==> src/rtl/snake_pkg.sv <==
//------------------------------------------------------------------
// snake_pkg: shared game-status codes, spawner FSM states, LFSR taps.
// Rev 1.0
//------------------------------------------------------------------
`default_nettype none

package snake_pkg;

  localparam logic [1:0] GS_LAUNCHING    = 2'b00;
  localparam logic [1:0] GS_PLAYING      = 2'b01;
  localparam logic [1:0] GS_DIE_FLASHING = 2'b10;
  localparam logic [1:0] GS_INITIALIZING = 2'b11;

  // Galois right-shift mask for x^16+x^14+x^13+x^11+1
  localparam logic [15:0] LFSR_TAPS = 16'hB400;

  typedef enum logic [2:0] {
    ST_IDLE   = 3'd0,
    ST_DRAW   = 3'd1,
    ST_QUERY  = 3'd2,
`ifdef APPLE_SPAWNER_SCAN_EN
    ST_SCAN   = 3'd3,
`endif
    ST_COMMIT = 3'd4
  } spawn_state_e;

  function automatic logic [15:0] lfsr_next(input logic [15:0] s);
    return s[0] ? ((s >> 1) ^ LFSR_TAPS) : (s >> 1);
  endfunction

endpackage

`default_nettype wire

==> src/rtl/lfsr16.sv <==
//------------------------------------------------------------------
// lfsr16: free-running 16-bit Galois LFSR with synchronous seed load.
// Rev 1.0
//------------------------------------------------------------------
`default_nettype none

module lfsr16
  import snake_pkg::*;
(
  input  logic        clock,
  input  logic        reset_n,
  input  logic        load,
  input  logic [15:0] seed,
  output logic [15:0] state
);

  always_ff @(posedge clock) begin
    if (!reset_n || load) begin
      state <= seed;
    end else begin
      state <= lfsr_next(state);
    end
  end

endmodule

`default_nettype wire

==> src/rtl/apple_spawner.sv <==
//------------------------------------------------------------------
// apple_spawner: places apples on free cells via LFSR draws and an
// occupancy handshake. Optional scan fallback: APPLE_SPAWNER_SCAN_EN.
// Rev 1.0
//------------------------------------------------------------------
`default_nettype none

module apple_spawner
  import snake_pkg::*;
#(
  parameter int          X_BITS    = 6,
  parameter int          Y_BITS    = 5,
  parameter int          X_MAX     = 46,
  parameter int          Y_MAX     = 25,
  parameter int          INIT_X    = 20,
  parameter int          INIT_Y    = 13,
  parameter logic [15:0] SEED      = 16'hACE1,
  parameter int          MAX_TRIES = 8
) (
  input  logic              clock,
  input  logic              reset_n,
  input  logic [1:0]        game_status,
  input  logic              get_apple,
  output logic              query_valid,
  output logic [X_BITS-1:0] query_x,
  output logic [Y_BITS-1:0] query_y,
  input  logic              occ_valid,
  input  logic              occupied,
  output logic [X_BITS-1:0] apple_x,
  output logic [Y_BITS-1:0] apple_y,
  output logic              apple_valid,
  output logic              busy,
  output logic              board_full
);

  localparam int TRY_W = $clog2(MAX_TRIES + 1);
`ifdef APPLE_SPAWNER_SCAN_EN
  localparam int CELLS  = X_MAX * Y_MAX;
  localparam int SCAN_W = $clog2(CELLS + 1);
`endif

  logic [15:0]       lfsr;
  logic              lfsr_load;
  logic              unused_lfsr_bits;
  logic [X_BITS:0]   rx_full;
  logic [Y_BITS:0]   ry_full;
  logic [X_BITS-1:0] cand_x;
  logic [Y_BITS-1:0] cand_y;

  spawn_state_e      state_q;
  logic              busy_q;
  logic              query_valid_q;
  logic [X_BITS-1:0] query_x_q;
  logic [Y_BITS-1:0] query_y_q;
  logic [X_BITS-1:0] apple_x_q;
  logic [Y_BITS-1:0] apple_y_q;
  logic              apple_valid_q;
  logic              board_full_q;
  logic [TRY_W-1:0]  tries_q;
`ifdef APPLE_SPAWNER_SCAN_EN
  logic [SCAN_W-1:0] scan_q;
`endif

  assign lfsr_load = (game_status == GS_INITIALIZING);

  lfsr16 u_lfsr (
    .clock   (clock),
    .reset_n (reset_n),
    .load    (lfsr_load),
    .seed    (SEED),
    .state   (lfsr)
  );

  // Only a slice of the LFSR feeds the reduction; the rest is intentionally dropped.
  assign unused_lfsr_bits = ^lfsr;

  always_comb begin
    rx_full = {1'b0, lfsr[X_BITS-1:0]} + (X_BITS+1)'(1);
    if (rx_full > (X_BITS+1)'(X_MAX)) rx_full = rx_full - (X_BITS+1)'(X_MAX);
    ry_full = {1'b0, lfsr[8+Y_BITS-1:8]} + (Y_BITS+1)'(1);
    if (ry_full > (Y_BITS+1)'(Y_MAX)) ry_full = ry_full - (Y_BITS+1)'(Y_MAX);
  end

  assign cand_x = rx_full[X_BITS-1:0];
  assign cand_y = ry_full[Y_BITS-1:0];

  always_ff @(posedge clock) begin
    if (!reset_n || game_status == GS_INITIALIZING) begin
      state_q       <= ST_IDLE;
      busy_q        <= 1'b0;
      query_valid_q <= 1'b0;
      apple_x_q     <= X_BITS'(INIT_X);
      apple_y_q     <= Y_BITS'(INIT_Y);
      apple_valid_q <= 1'b1;
      board_full_q  <= 1'b0;
      tries_q       <= '0;
`ifdef APPLE_SPAWNER_SCAN_EN
      scan_q        <= '0;
`endif
      // Query coordinates only clear on a true reset; INITIALIZING just drops the strobe.
      if (!reset_n) begin
        query_x_q <= '0;
        query_y_q <= '0;
      end
    end else if (busy_q && (game_status == GS_LAUNCHING ||
                            game_status == GS_DIE_FLASHING)) begin
      state_q       <= ST_IDLE;
      busy_q        <= 1'b0;
      query_valid_q <= 1'b0;
      apple_valid_q <= 1'b1;
      tries_q       <= '0;
`ifdef APPLE_SPAWNER_SCAN_EN
      scan_q        <= '0;
`endif
    end else begin
      case (state_q)
        ST_IDLE: begin
          if (game_status == GS_PLAYING && get_apple) begin
            state_q       <= ST_DRAW;
            busy_q        <= 1'b1;
            apple_valid_q <= 1'b0;
          end
        end
        ST_DRAW: begin
          query_x_q     <= cand_x;
          query_y_q     <= cand_y;
          tries_q       <= tries_q + TRY_W'(1);
          query_valid_q <= 1'b1;
          state_q       <= ST_QUERY;
        end
        ST_QUERY: begin
          if (occ_valid) begin
            query_valid_q <= 1'b0;
            if (!occupied) begin
              state_q <= ST_COMMIT;
            end else if (tries_q < TRY_W'(MAX_TRIES)) begin
              state_q <= ST_DRAW;
`ifdef APPLE_SPAWNER_SCAN_EN
            end else if (scan_q != SCAN_W'(CELLS)) begin
              state_q <= ST_SCAN;
`endif
            end else begin
              state_q       <= ST_IDLE;
              busy_q        <= 1'b0;
              board_full_q  <= 1'b1;
              apple_valid_q <= 1'b0;
              tries_q       <= '0;
`ifdef APPLE_SPAWNER_SCAN_EN
              scan_q        <= '0;
`endif
            end
          end
        end
`ifdef APPLE_SPAWNER_SCAN_EN
        ST_SCAN: begin
          if (query_x_q == X_BITS'(X_MAX)) begin
            query_x_q <= X_BITS'(1);
            query_y_q <= (query_y_q == Y_BITS'(Y_MAX)) ? Y_BITS'(1)
                                                       : query_y_q + Y_BITS'(1);
          end else begin
            query_x_q <= query_x_q + X_BITS'(1);
          end
          scan_q        <= scan_q + SCAN_W'(1);
          query_valid_q <= 1'b1;
          state_q       <= ST_QUERY;
        end
`endif
        ST_COMMIT: begin
          apple_x_q     <= query_x_q;
          apple_y_q     <= query_y_q;
          apple_valid_q <= 1'b1;
          tries_q       <= '0;
`ifdef APPLE_SPAWNER_SCAN_EN
          scan_q        <= '0;
`endif
          state_q       <= ST_IDLE;
          busy_q        <= 1'b0;
        end
        default: begin
          state_q <= ST_IDLE;
          busy_q  <= 1'b0;
        end
      endcase
    end
  end

  assign query_valid = query_valid_q;
  assign query_x     = query_x_q;
  assign query_y     = query_y_q;
  assign apple_x     = apple_x_q;
  assign apple_y     = apple_y_q;
  assign apple_valid = apple_valid_q;
  assign busy        = busy_q;
  assign board_full  = board_full_q;

endmodule

`default_nettype wire

==> config.mk <==
export PLATFORM = sky130hd
export DESIGN_NAME = apple_spawner
export DESIGN_NICKNAME = d
export VERILOG_FILES = /design/src/rtl/snake_pkg.sv /design/src/rtl/lfsr16.sv /design/src/rtl/apple_spawner.sv
export SDC_FILE = /design/constraint.sdc
export NUM_CORES = 1
export LEC_CHECK = 0
export BUFFER_PORTS_ARGS = -buffer_cell sky130_fd_sc_hd__buf_4
export CAP_MARGIN = 40
export CORE_ASPECT_RATIO = 0.8
export CORE_MARGIN = 1.5
export CORE_UTILIZATION = 45
export DETAILED_ROUTE_END_ITERATION = 16
export GPL_TIMING_DRIVEN = 0
export PLACE_DENSITY = 0.65
export SETUP_SLACK_MARGIN = 0.3
export SLEW_MARGIN = 40
export SYNTH_ARGS = -nofsm -noshare
export SYNTH_HDL_FRONTEND = slang
export SYNTH_SLANG_ARGS = --single-unit
==> constraint.sdc <==
create_clock -name clock -period 2.1 [get_ports clock]
set_input_delay 0.42 -clock clock [delete_from_list [all_inputs] [get_ports clock]]
set_output_delay 0.42 -clock clock [all_outputs]
set_load 0.01 [all_outputs]
-- After elaboration in Yosys (flattened, before gate mapping)
Index checks and enable logic that the tools add are counted.
- multiply operators: 0
- divide/modulo/power cells: 0
- order comparisons: 3
- reductions and logical operators: 20
- muxes and demuxes: 29
- bitwise logic cells: 4
- shifts and indexed selects: 0
- equality and inequality tests: 12
- add/subtract/negate cells: 5
- operators by type and width (kind ; number):
    6-bit 2-to-1 mux ; 5
    5-bit 2-to-1 mux ; 5
    16-bit 2-to-1 mux ; 1
    5-bit AND reduction ; 3
    4-bit 2-to-1 mux ; 3
    2-bit inequality test, second input constant ; 6
    4-bit case mux with 3 select lines ; 1
    3-bit 2-to-1 mux ; 3
    3-bit case mux with 3 select lines ; 1
    6-bit by 1-bit adder with 7-bit output, second input constant ; 1
    7-bit by 6-bit greater-than comparator with 1-bit output, second input constant ; 1
    1-bit 2-to-1 mux ; 7
    5-bit by 1-bit adder with 6-bit output, second input constant ; 1
    6-bit by 5-bit greater-than comparator with 1-bit output, second input constant ; 1
    1-bit case mux with 3 select lines ; 2
    2-bit AND reduction ; 3
    3-bit nonzero test ; 2
    6-bit subtractor, second input constant ; 1
    5-bit subtractor, second input constant ; 1
    4-bit by 1-bit adder with 4-bit output, second input constant ; 1
    2-bit == test, second input constant ; 2
    4-bit less-than comparator, second input constant ; 1
    3-bit NOT with 4-bit output ; 1
    4-bit AND reduction ; 1
    14 further kinds ; 19
- memories kept: 0
- word-level logic and storage cells: 84
- bits in latches: 0
- bits in registers: 49
- output and inout port bits: 26
- RAM bits: 0
- bits in read-only memories: 0
- input bits: 7

-- Logic depth before layout (Yosys ltp)
Gate-level depths: netlist (run 1).
- depth after elaboration: 6
- mapped depth: 9
- mapped depth without buffers: 9

-- By module
Synthesis (run 1) repeated with hierarchy kept, for this count alone.
- cell total of the unflattened synthesis: 239
- area total of the unflattened synthesis: 2472.4 um^2
- by module, submodules not included (module ; cells each ; instances ; seq. area each (um^2) ; area an instance (um^2)):
    apple_spawner ; 201 ; 1 ; 770.7 ; 1863.0
    lfsr16 ; 38 ; 1 ; 320.3 ; 609.3

-- Least setup slack after synthesis (run 1)
No wires, ideal clock.
- path type: reg-to-reg
- start point: register u_lfsr.state[1]
- end point: register query_x_q[3], in the netlist query_x[3], data pin
- arrival: 1.957 ns
- path slack: -0.122 ns
- buffers on the path: 0
- data required time: 1.835 ns
- clock period less this slack: 2.222 ns
- setup time: 0.265 ns
- cell stages (with the launch flop): 9
- path through: dfxtp_1 -> ha_1 -> xor2_1 -> ha_1 -> nand2_1 -> mux2i_1 -> a2bb2oi_2 -> a2111oi_1 -> or3_1
- cells in the longest elaborated chain, start to end: 6
- elaborated cells on any way between the ends: 7
- those cells by class: add/sub (2); order compare (1); mux (4)
- ends and longest elaborated chain (element ; RTL line ; text):
    from (decl) ; lfsr16.sv:14 ; output logic [15:0] state
    from (signal assigned) ; lfsr16.sv:21 ; state <= lfsr_next(state);
    6-bit by 1-bit adder with 7-bit output (*) ; apple_spawner.sv:78 ; rx_full = {1'b0, lfsr[X_BITS-1:0]} + (X_BITS+1)'(1);
    6-bit subtractor or 7-bit by 6-bit greater-than comparator with 1-bit output (tied branches) ; apple_spawner.sv:79 ; if (rx_full > (X_BITS+1)'(X_MAX)) rx_full = rx_full - (X_BITS+1)'(X_MAX);
    6-bit 2-to-1 mux (*) ; apple_spawner.sv:79 ;
    6-bit 2-to-1 mux (*) ; apple_spawner.sv:116 ; case (state_q)
    6-bit 2-to-1 mux (*) ; apple_spawner.sv:105 ; end else if (busy_q && (game_status == GS_LAUNCHING ||
    6-bit 2-to-1 mux (*) ; apple_spawner.sv:88 ; if (!reset_n || game_status == GS_INITIALIZING) begin
    to (signal assigned) ; apple_spawner.sv:125 ; query_x_q <= cand_x;
    to (decl) ; apple_spawner.sv:53 ; logic [X_BITS-1:0] query_x_q;
Every way passes the cells marked *; elsewhere a longest branch is shown, timed or not. The select of a mux whose other input is x is not followed.
A chain may end at the register's enable or synchronous reset.

-- Final worst setup path (run 1)
- start point: register u_lfsr.state[0]
- end point: register query_x_q[3], in the netlist query_x[3], data pin
The elaborated chain is that of the path after synthesis.

==> reports/qor.yml, run 1 <==
grt_use_total: 0.1822
tns_ns: 0
nNetsFinal: 322
final_max_slew_viol_count: 0
max-vdd-ir-drop_mv: 0.3396
num_antenna_cells: 0
vias_per_cell: 5.118
synth.top_cell.area_share: 0.3274
finalCriticalPeriod_ns: 2.088
areaGrowthSynthToFinish_pct: 27.89
io_pins: 33
antenna_found_initial: 0
synth.distinct_cells: 51
drv_cap: 0
synth_edf_count: 11
design_area_um2: 2972
grt_pass1_wl_mm: 8.038
powerDensity_nw_per_um2: 624.3
postPlaceCellArea_um2: 2690
rr_worst_depth: 8
drt_pass1_iterations: 4
synth_nets: 273
cp_max_fo: 4
grt_max_degree: 15
drive_gt1_frac: 0.2935
finalHoldViolCount: 0
p_int_uw: 1393
initial_core_util: 0.4667
ff2ff_setup_slack_ns: 0.01
status: "finished, final reports clean"
vias: 1904
hpwl_mm: 3.284
antenna_left: 0
ys_ff_latch: 49
clock_skew_ns: 0.004476
setup-violations-final: 0
cp-start-kind: "register"
placementRows: 23
ys.flop_type: "dfxtp_1"
yosys-top-cells-count: "nand2_1, dfxtp_1, nor2_1"
hold_path.class: "input pin to register"
combPwrFrac: 0.141
gp_congestion: 0.8001
setup.worst_path.end_class: "register"
drt_first_iter_violations: 108
p_leak_uw: 0.001208
cts_tree: "done"
setup_slack_ns: 0.01211
p_sw_uw: 462.2
sw_frac_of_total: 0.2492
fmax_mhz: 479.0
tightest_slew_ns: 0.5015
grt_pass1_vias: 1770
port_buffers: 32
critPathRequiredTime_ns: 2.15
cts.reportedPaths.clkPinSlew_ns: 0.09
relSlewSlack: 0.6657
fp.dieH_um: 67.27
grt_setup_unrepaired: "true"
wl_mm: 4.783
synth_area_leaders: "dfxtp_1, edfxtp_1, nand2_1, nor2_1, xnor2_1"
cts_buffer_depth: 2
nFillCells: 439
p_seq_frac: 0.557
cts.htree.levels: 2
fin_crit_sh: 0.9942
hold_depth: 2
synth-async-reset-ratio: 0
holdWs_ns: 0.3065
syn-instance-count: 260
dieArea_um2: 5606
synth-seq-area-share: 0.4696
place_ws_ns: -0.1432
synth_top_cell_by_area: "dfxtp_1"
gr-total-overflow: 0
criticalPathCategory: "register to register"
drcViolationCount: 0
cts_sinks: 49
core_area_um2: 4979
cts_root_buf: "clkbuf_8"
yosysMostFrequentCell: "nand2_1"
yosys_warnings: 0
critPathArrivalTime_ns: 2.14
avgSynthCellArea_um2: 8.936
synth_area_um2: 2323
clk_latency_ns: 0.29
fp.dieW_um: 83.34
wl_per_cell_um: 12.86
p_clk_frac: 0.303
numCtsBuffers: 5
placed cells by master (no fill, tap or decap), types with 4 or more instances in the layout:
master	n
nand2_1	46
buf_4	43
dfxtp_1	34
nor2_1	23
a21oi_1	12
nand3_1	11
edfxtp_1	11
nand2b_1	10
and3_1	8
xnor2_1	8
clkbuf_2	6
nor3_1	6
xor2_1	6
clkbuf_8	6
clkbuf_1	4
nand4_1	4
routing by layer:
layer	GRT usage	vias to the layer above	share of wire	routed length (um)
met5	0	-	0	0
met4	0.05625	0	0.010	49
met3	0.04156	5	0.052	250
met2	0.3049	52	0.43	2046
met1	0.2393	855	0.51	2435
li1	-	992	-	-
logic make-up after synthesis:
logic type      after synthesis  synth area share
simple gates                127            0.2639
flops                        49            0.4696
compound gates               38            0.1142
buf+inv                      19           0.03769
xor+xnor                     16           0.06031
fa+ha+maj                     6           0.03231
mux                           5           0.02208
per-stage QoR:
| step | util | cells | power (uW) |
|---|---|---|---|
| 2_1_floorplan | - | 260 | 1206 |
| 3_3_place_gp | 0.5403 | 354 | 1282 |
| 3_5_place_dp | 0.5403 | 354 | 1285 |
| 4_1_cts | 0.5778 | 368 | 1865 |
| 5_1_grt | 0.5969 | 372 | 1947 |
| 6_report | 0.5969 | 372 | 1855 |
sequential cells by signal, indices dropped and copies added, names as in the netlist:
name / flops
query_x: 6
tries_q: 4
board_full: 1
u_lfsr.state: 16
query_valid: 1
state_q: 3
query_y: 5
apple_x: 6
busy: 1
apple_y: 5
apple_valid: 1
power groups by stage:
stage,logic (uW),registers (uW),clock network (uW)
6_report,261,1030,562
5_1_grt,289,1040,619
4_1_cts,247,1030,586
3_5_place_dp,231,1050,0
3_3_place_gp,228,1050,0
2_1_floorplan,146,1060,0
path summary, 6_finish.rpt:
check | from | endpoint
worst max-delay path | u_lfsr.state[0]$_SDFF_PP1_ | query_x[3]$_SDFFCE_PP0P_
worst min-delay path | occupied | state_q[2]$_SDFFE_PP0P_
worst max register to register | u_lfsr.state[0]$_SDFF_PP1_ | query_x[3]$_SDFFCE_PP0P_
worst min register to register | u_lfsr.state[7]$_SDFF_PP1_ | u_lfsr.state[6]$_SDFF_PP1_
final cells by class:
| cell class | instances | area (um^2) | area share |
|---|---|---|---|
| clock buffer | 6 | 82.58 | 0.02779 |
| timing repair buffer | 42 | 327.8 | 0.1103 |
| clock inverter | 2 | 8.758 | 0.002947 |
| buffer | 14 | 76.32 | 0.02568 |
| inverter | 5 | 18.77 | 0.006316 |
| tap | 62 | 77.57 | 0.02611 |
| multi-input combinational | 192 | 1276 | 0.4295 |
| sequential | 49 | 1104 | 0.3714 |
worst max-delay path, stage by stage (launching register included):
cell	delay, ns
dfxtp_4	0.39
ha_4	0.18
xor2_4	0.18
ha_4	0.18
nand2_2	0.05
mux2i_2	0.19
a2bb2oi_2	0.23
a2111oi_2	0.09
or3_1	0.35
what timing repair did:
action,4_1_cts,5_1_grt
cloned,0,0
hold buffers,0,0
buffers inserted,6,4
gates resized for setup,8,25
setup endpoints to repair,30,33
pin swaps,5,4
(Power assumes the default switching activity.)
==> run 2: changes to the inputs <==
Settings changed: PLACE_DENSITY 0.65 to 0.78.
==> run 2 against run 1 <==
The flow now finishes with violations (setup timing). Non-clock buffer count did not move. Cell count unchanged. Utilization is 0.78 points higher. Clock power fell by 5.2%. Clock-buffer cell count grew 1. Critical path type unchanged. Highest routed layer unchanged.
==> reports/qor.yml, run 2 (same netlist as run 1, synthesis figures left out) <==
gp_congestion: 0.8468
ctsHoldBuffers: 0
cts.htree.levels: 2
p_leak_uw: 0.001204
vias: 1924
cp-start-kind: "register"
drt_first_iter_violations: 138
setup_slack_ns: -0.005867
criticalPathCategory: "register to register"
regArea_um2: 1106
final_cell_mix: "nand2_1, buf_4, dfxtp_1"
grt_use_total: 0.1827
finalCriticalPeriod_ns: 2.106
fmax_mhz: 474.9
wl_per_cell_um: 13.16
clk_latency_ns: 0.31
final_max_slew_viol_count: 0
rr_worst_depth: 8
cts_tree: "done"
largest_reg_flops: 16
finalHoldViolCount: 0
max-vdd-ir-drop_mv: 0.3404
nFillCells: 449
drive_gt1_frac: 0.2871
dieArea_um2: 5606
core_area_um2: 4979
grt_pass1_wl_mm: 7.817
setup-violations-final: 1
clock_skew_ns: 0.003871
relSlewSlack: 0.6634
cts.reportedPaths.clkPinSlew_ns: 0.08
setup.worst_path.end_class: "register"
critPathArrivalTime_ns: 2.17
violations: "setup timing"
multi_input_area_um2: 1319
hpwl_mm: 3.337
drv_cap: 0
cts_root_buf: "clkbuf_8"
hold_path.class: "input pin to register"
io_pins: 33
cp_max_fo: 4
power.total_uw: 1845
gr-total-overflow: 0
num_antenna_cells: 0
cts_buffer_depth: 2
tns_ns: -0.005867
grt_setup_unrepaired: "true"
nNetsFinal: 322
top_register: "u_lfsr.state"
cts_sinks: 49
critPathRequiredTime_ns: 2.16
grt_pass1_vias: 1648
grt_max_degree: 15
fp.dieH_um: 67.27
placementRows: 23
powerDensity_nw_per_um2: 612.9
port_buffers: 32
mostFrequentLayoutCell: "nand2_1"
numCtsBuffers: 5
tightest_slew_ns: 0.4996
vias_per_cell: 5.172
antenna_left: 0
drt_pass1_iterations: 4
status: "finished, violations left"
areaGrowthSynthToFinish_pct: 29.56
antenna_found_initial: 0
hold_depth: 2
initial_core_util: 0.4667
wl_mm: 4.895
drcViolationCount: 0
fp.dieW_um: 83.34
fin_crit_sh: 1.003
-- run 2: final timing paths --
| kind | to | slack [ns] | from |
|---|---|---|---|
| max | query_x[3]$_SDFFCE_PP0P_ | -0.006 | u_lfsr.state[0]$_SDFF_PP1_ |
| min | state_q[2]$_SDFFE_PP0P_ | 0.29 | occupied |
| max reg2reg | query_x[3]$_SDFFCE_PP0P_ | -0.006 | u_lfsr.state[0]$_SDFF_PP1_ |
| min reg2reg | u_lfsr.state[5]$_SDFF_PP1_ | 0.43 | u_lfsr.state[6]$_SDFF_PP1_ |
-- run 2: per-layer routing --
metal | part of all wire | vias up | track usage
met2 | 0.44 | 46 | 0.2795
met4 | 0.024 | 0 | 0.1125
met1 | 0.48 | 877 | 0.2352
li1 | - | 990 | -
met3 | 0.058 | 11 | 0.04768
met5 | 0 | - | 0
-- run 2: cell type report --
class / instances / area share
Clock inverter: 1 / 0.001663
Tap cell: 62 / 0.02577
Clock buffer: 7 / 0.02535
Sequential cell: 49 / 0.3674
Timing Repair Buffer: 42 / 0.1101
Multi-Input combinational cell: 192 / 0.4381
Inverter: 5 / 0.007066
Buffer: 14 / 0.02452
-- run 2: repair_timing --
action	in CTS	in global routing
gates resized for setup	9	28
buffers inserted	6	4
hold endpoints to repair	0	0
pin swaps	9	9
endpoints found under the setup margin	26	33
-- run 2: where the power goes --
part / internal, uW / leakage (uW) / switching [uW]
Combinational: 136 / 0.000736 / 143
Clock: 234 / 0.0000422 / 299
Sequential: 1010 / 0.000426 / 28.3
-- run 2: metrics by stage --
| stage | cells | cell area [um^2] | hold WS (ns) | setup WS, ns | util |
|---|---|---|---|---|---|
| 2_1_floorplan | 260 | 2372 | 0.3863 | 0.05344 | - |
| 3_3_place_gp | 354 | 2690 | 0.4084 | -0.1183 | 0.5403 |
| 3_5_place_dp | 354 | 2690 | 0.3985 | -0.1613 | 0.5403 |
| 4_1_cts | 368 | 2873 | 0.2906 | -0.004926 | 0.5770 |
| 5_1_grt | 372 | 3010 | 0.3062 | -0.06525 | 0.6047 |
| 6_report | 372 | 3010 | 0.2944 | -0.005867 | 0.6047 |
-- run 2: critical path, cell delays in order, from the launching register on --
cell       delay [ns]
dfxtp_4          0.37
ha_4             0.19
xor2_4           0.19
ha_4             0.17
nand2_1          0.05
mux2i_1          0.21
a2bb2oi_2        0.25
a2111oi_2        0.10
or3_1            0.35
==> run 3: changes to the inputs <==
Clock period 2.1 ns to 1.8 ns, I/O delays scaled along.
==> run 3 against run 2 <==
The flow still finishes with violations (setup timing). Cell count rose by 2.4%. Sequential cell count did not move. Utilization rose by 4.4 points. Clock-buffer cell count fell by 2. Non-clock buffer count rose by 9. Highest routed layer unchanged. Largest cell class unchanged. Combinational power rose by 26%. Worst hold slack got worse by 0.056 ns. Cell area rose by 7.3%. Clock power rose by 50%.
==> reports/qor.yml, run 3 (same netlist as run 1, synthesis figures left out) <==
numCtsBuffers: 5
wl_per_cell_um: 13.59
fmax_mhz: 468.9
vias_per_cell: 5.323
violations: "setup timing"
gr-usage-met3: 0.04279
fp.dieH_um: 67.27
antenna_left: 0
clock_skew_ns: 0.005513
cp-start-kind: "register"
grt_max_degree: 17
core_area_um2: 4979
combPwrFrac: 0.149
powerDensity_nw_per_um2: 730.1
max-vdd-ir-drop_mv: 0.4861
finalCriticalPeriod_ns: 2.133
nNetsFinal: 331
cts_root_buf: "clkbuf_8"
layoutNonFillerInstCount: 381
grt_pass1_vias: 1818
gp_congestion: 0.8225
largest_reg_flops: 16
wl_mm: 5.176
final_max_slew_viol_count: 0
sw_frac_of_total: 0.2520
initial_core_util: 0.4667
p_clk_frac: 0.339
drcViolationCount: 0
vias: 2028
ctsHoldBuffers: 0
setup-violations-final: 4
relSlewSlack: 0.7291
fin_crit_sh: 1.185
finalHoldViolCount: 0
critPathRequiredTime_ns: 1.86
drive_gt1_frac: 0.3636
io_pins: 33
fp.dieW_um: 83.34
gr-max-usage-layer: "met2"
hold_path.class: "input pin to register"
met1_usage: 0.2352
critPathArrivalTime_ns: 2.19
port_buffers: 32
cts.htree.levels: 2
post-place-cells: 354
p_leak_uw: 0.001312
areaGrowthSynthToFinish_pct: 38.99
placementRows: 23
mostFrequentLayoutCell: "buf_4"
num_antenna_cells: 0
grt_pass1_wl_mm: 8.411
cts_tree: "done"
p_sw_uw: 594.2
gr-total-overflow: 0
setup.worst_path.end_class: "register"
antenna_found_initial: 0
criticalPathCategory: "register to register"
power.total_uw: 2358
status: "finished, violations left"
tightest_slew_ns: 0.4034
cts_sinks: 49
grt_setup_unrepaired: "true"
cp_max_fo: 5
setup_slack_ns: -0.3326
ff2ff_setup_slack_ns: -0.33
dieArea_um2: 5606
grt_use_total: 0.1895
top_register: "u_lfsr.state"
drv_cap: 0
cts.reportedPaths.clkPinSlew_ns: 0.09
clk_latency_ns: 0.30
p_int_uw: 1764
cts_buffer_depth: 2
hpwl_mm: 3.487
gr-usage-met2: 0.3272
p_seq_frac: 0.512
drt_pass1_iterations: 4
final_cell_mix: "buf_4, nand2_1, dfxtp_1"
drt_first_iter_violations: 88
==> run 3: worst paths after layout <==
path,start,endpoint,depth (start not counted)
min,occupied,state_q[2]$_SDFFE_PP0P_,2
min reg2reg,u_lfsr.state[6]$_SDFF_PP1_,u_lfsr.state[5]$_SDFF_PP1_,1
max,u_lfsr.state[1]$_SDFF_PP0_,query_x[3]$_SDFFCE_PP0P_,9
max reg2reg,u_lfsr.state[1]$_SDFF_PP0_,query_x[3]$_SDFFCE_PP0P_,9
==> run 3: what timing repair did <==
item,4_1_cts,5_1_grt
pin swaps,12,12
resized for setup,15,30
cloned,0,1
setup endpoints to repair,38,31
setup buffers,12,6
==> run 3: per-stage QoR <==
stage	worst slack [ns]	hold WS [ns]	TNS [ns]	utilization	cell area, um^2
after global routing	-0.3963	0.2305	-1.353	0.6487	3229
after CTS	-0.3049	0.2295	-0.9919	0.6137	3055
after detailed placement	-0.4177	0.3972	-3.472	0.5592	2784
final	-0.3326	0.2381	-1.014	0.6487	3229
after global placement	-0.3507	0.3979	-3.347	0.5592	2784
after floorplan	-0.2315	0.3863	-0.3572	-	2466
==> run 3: power by group through the flow <==
stage | registers, uW | logic (uW) | clock network [uW]
6_report | 1210 | 351 | 800
3_3_place_gp | 1230 | 279 | 0
3_5_place_dp | 1230 | 288 | 0
4_1_cts | 1210 | 318 | 819
5_1_grt | 1210 | 385 | 862
2_1_floorplan | 1240 | 185 | 0
==> run 3: layout make-up <==
cell class                 count  area, um^2
buffer                        14       101.3
clock buffer                   5       68.82
clock inverter                 3       46.29
fill                         390        1749
inverter                       5       26.28
multi-input combinational    192        1388
sequential                    49        1109
tap                           62       77.57
timing repair buffer          51       412.9
==> run 3: per-layer routing <==
metal,wire length (um),up-vias
met5,0,-
met4,110,0
met3,308,13
met2,2425,65
met1,2333,940
li1,-,1010
==> run 3: worst max-delay path, cell delays in order, from the launching register on <==
cell,delay [ns]
dfxtp_4,0.38
ha_4,0.19
xor2_4,0.19
ha_4,0.19
nand2b_4,0.07
mux2i_4,0.06
a2bb2oi_2,0.15
buf_4,0.16
and3_1,0.15
or3_1,0.33
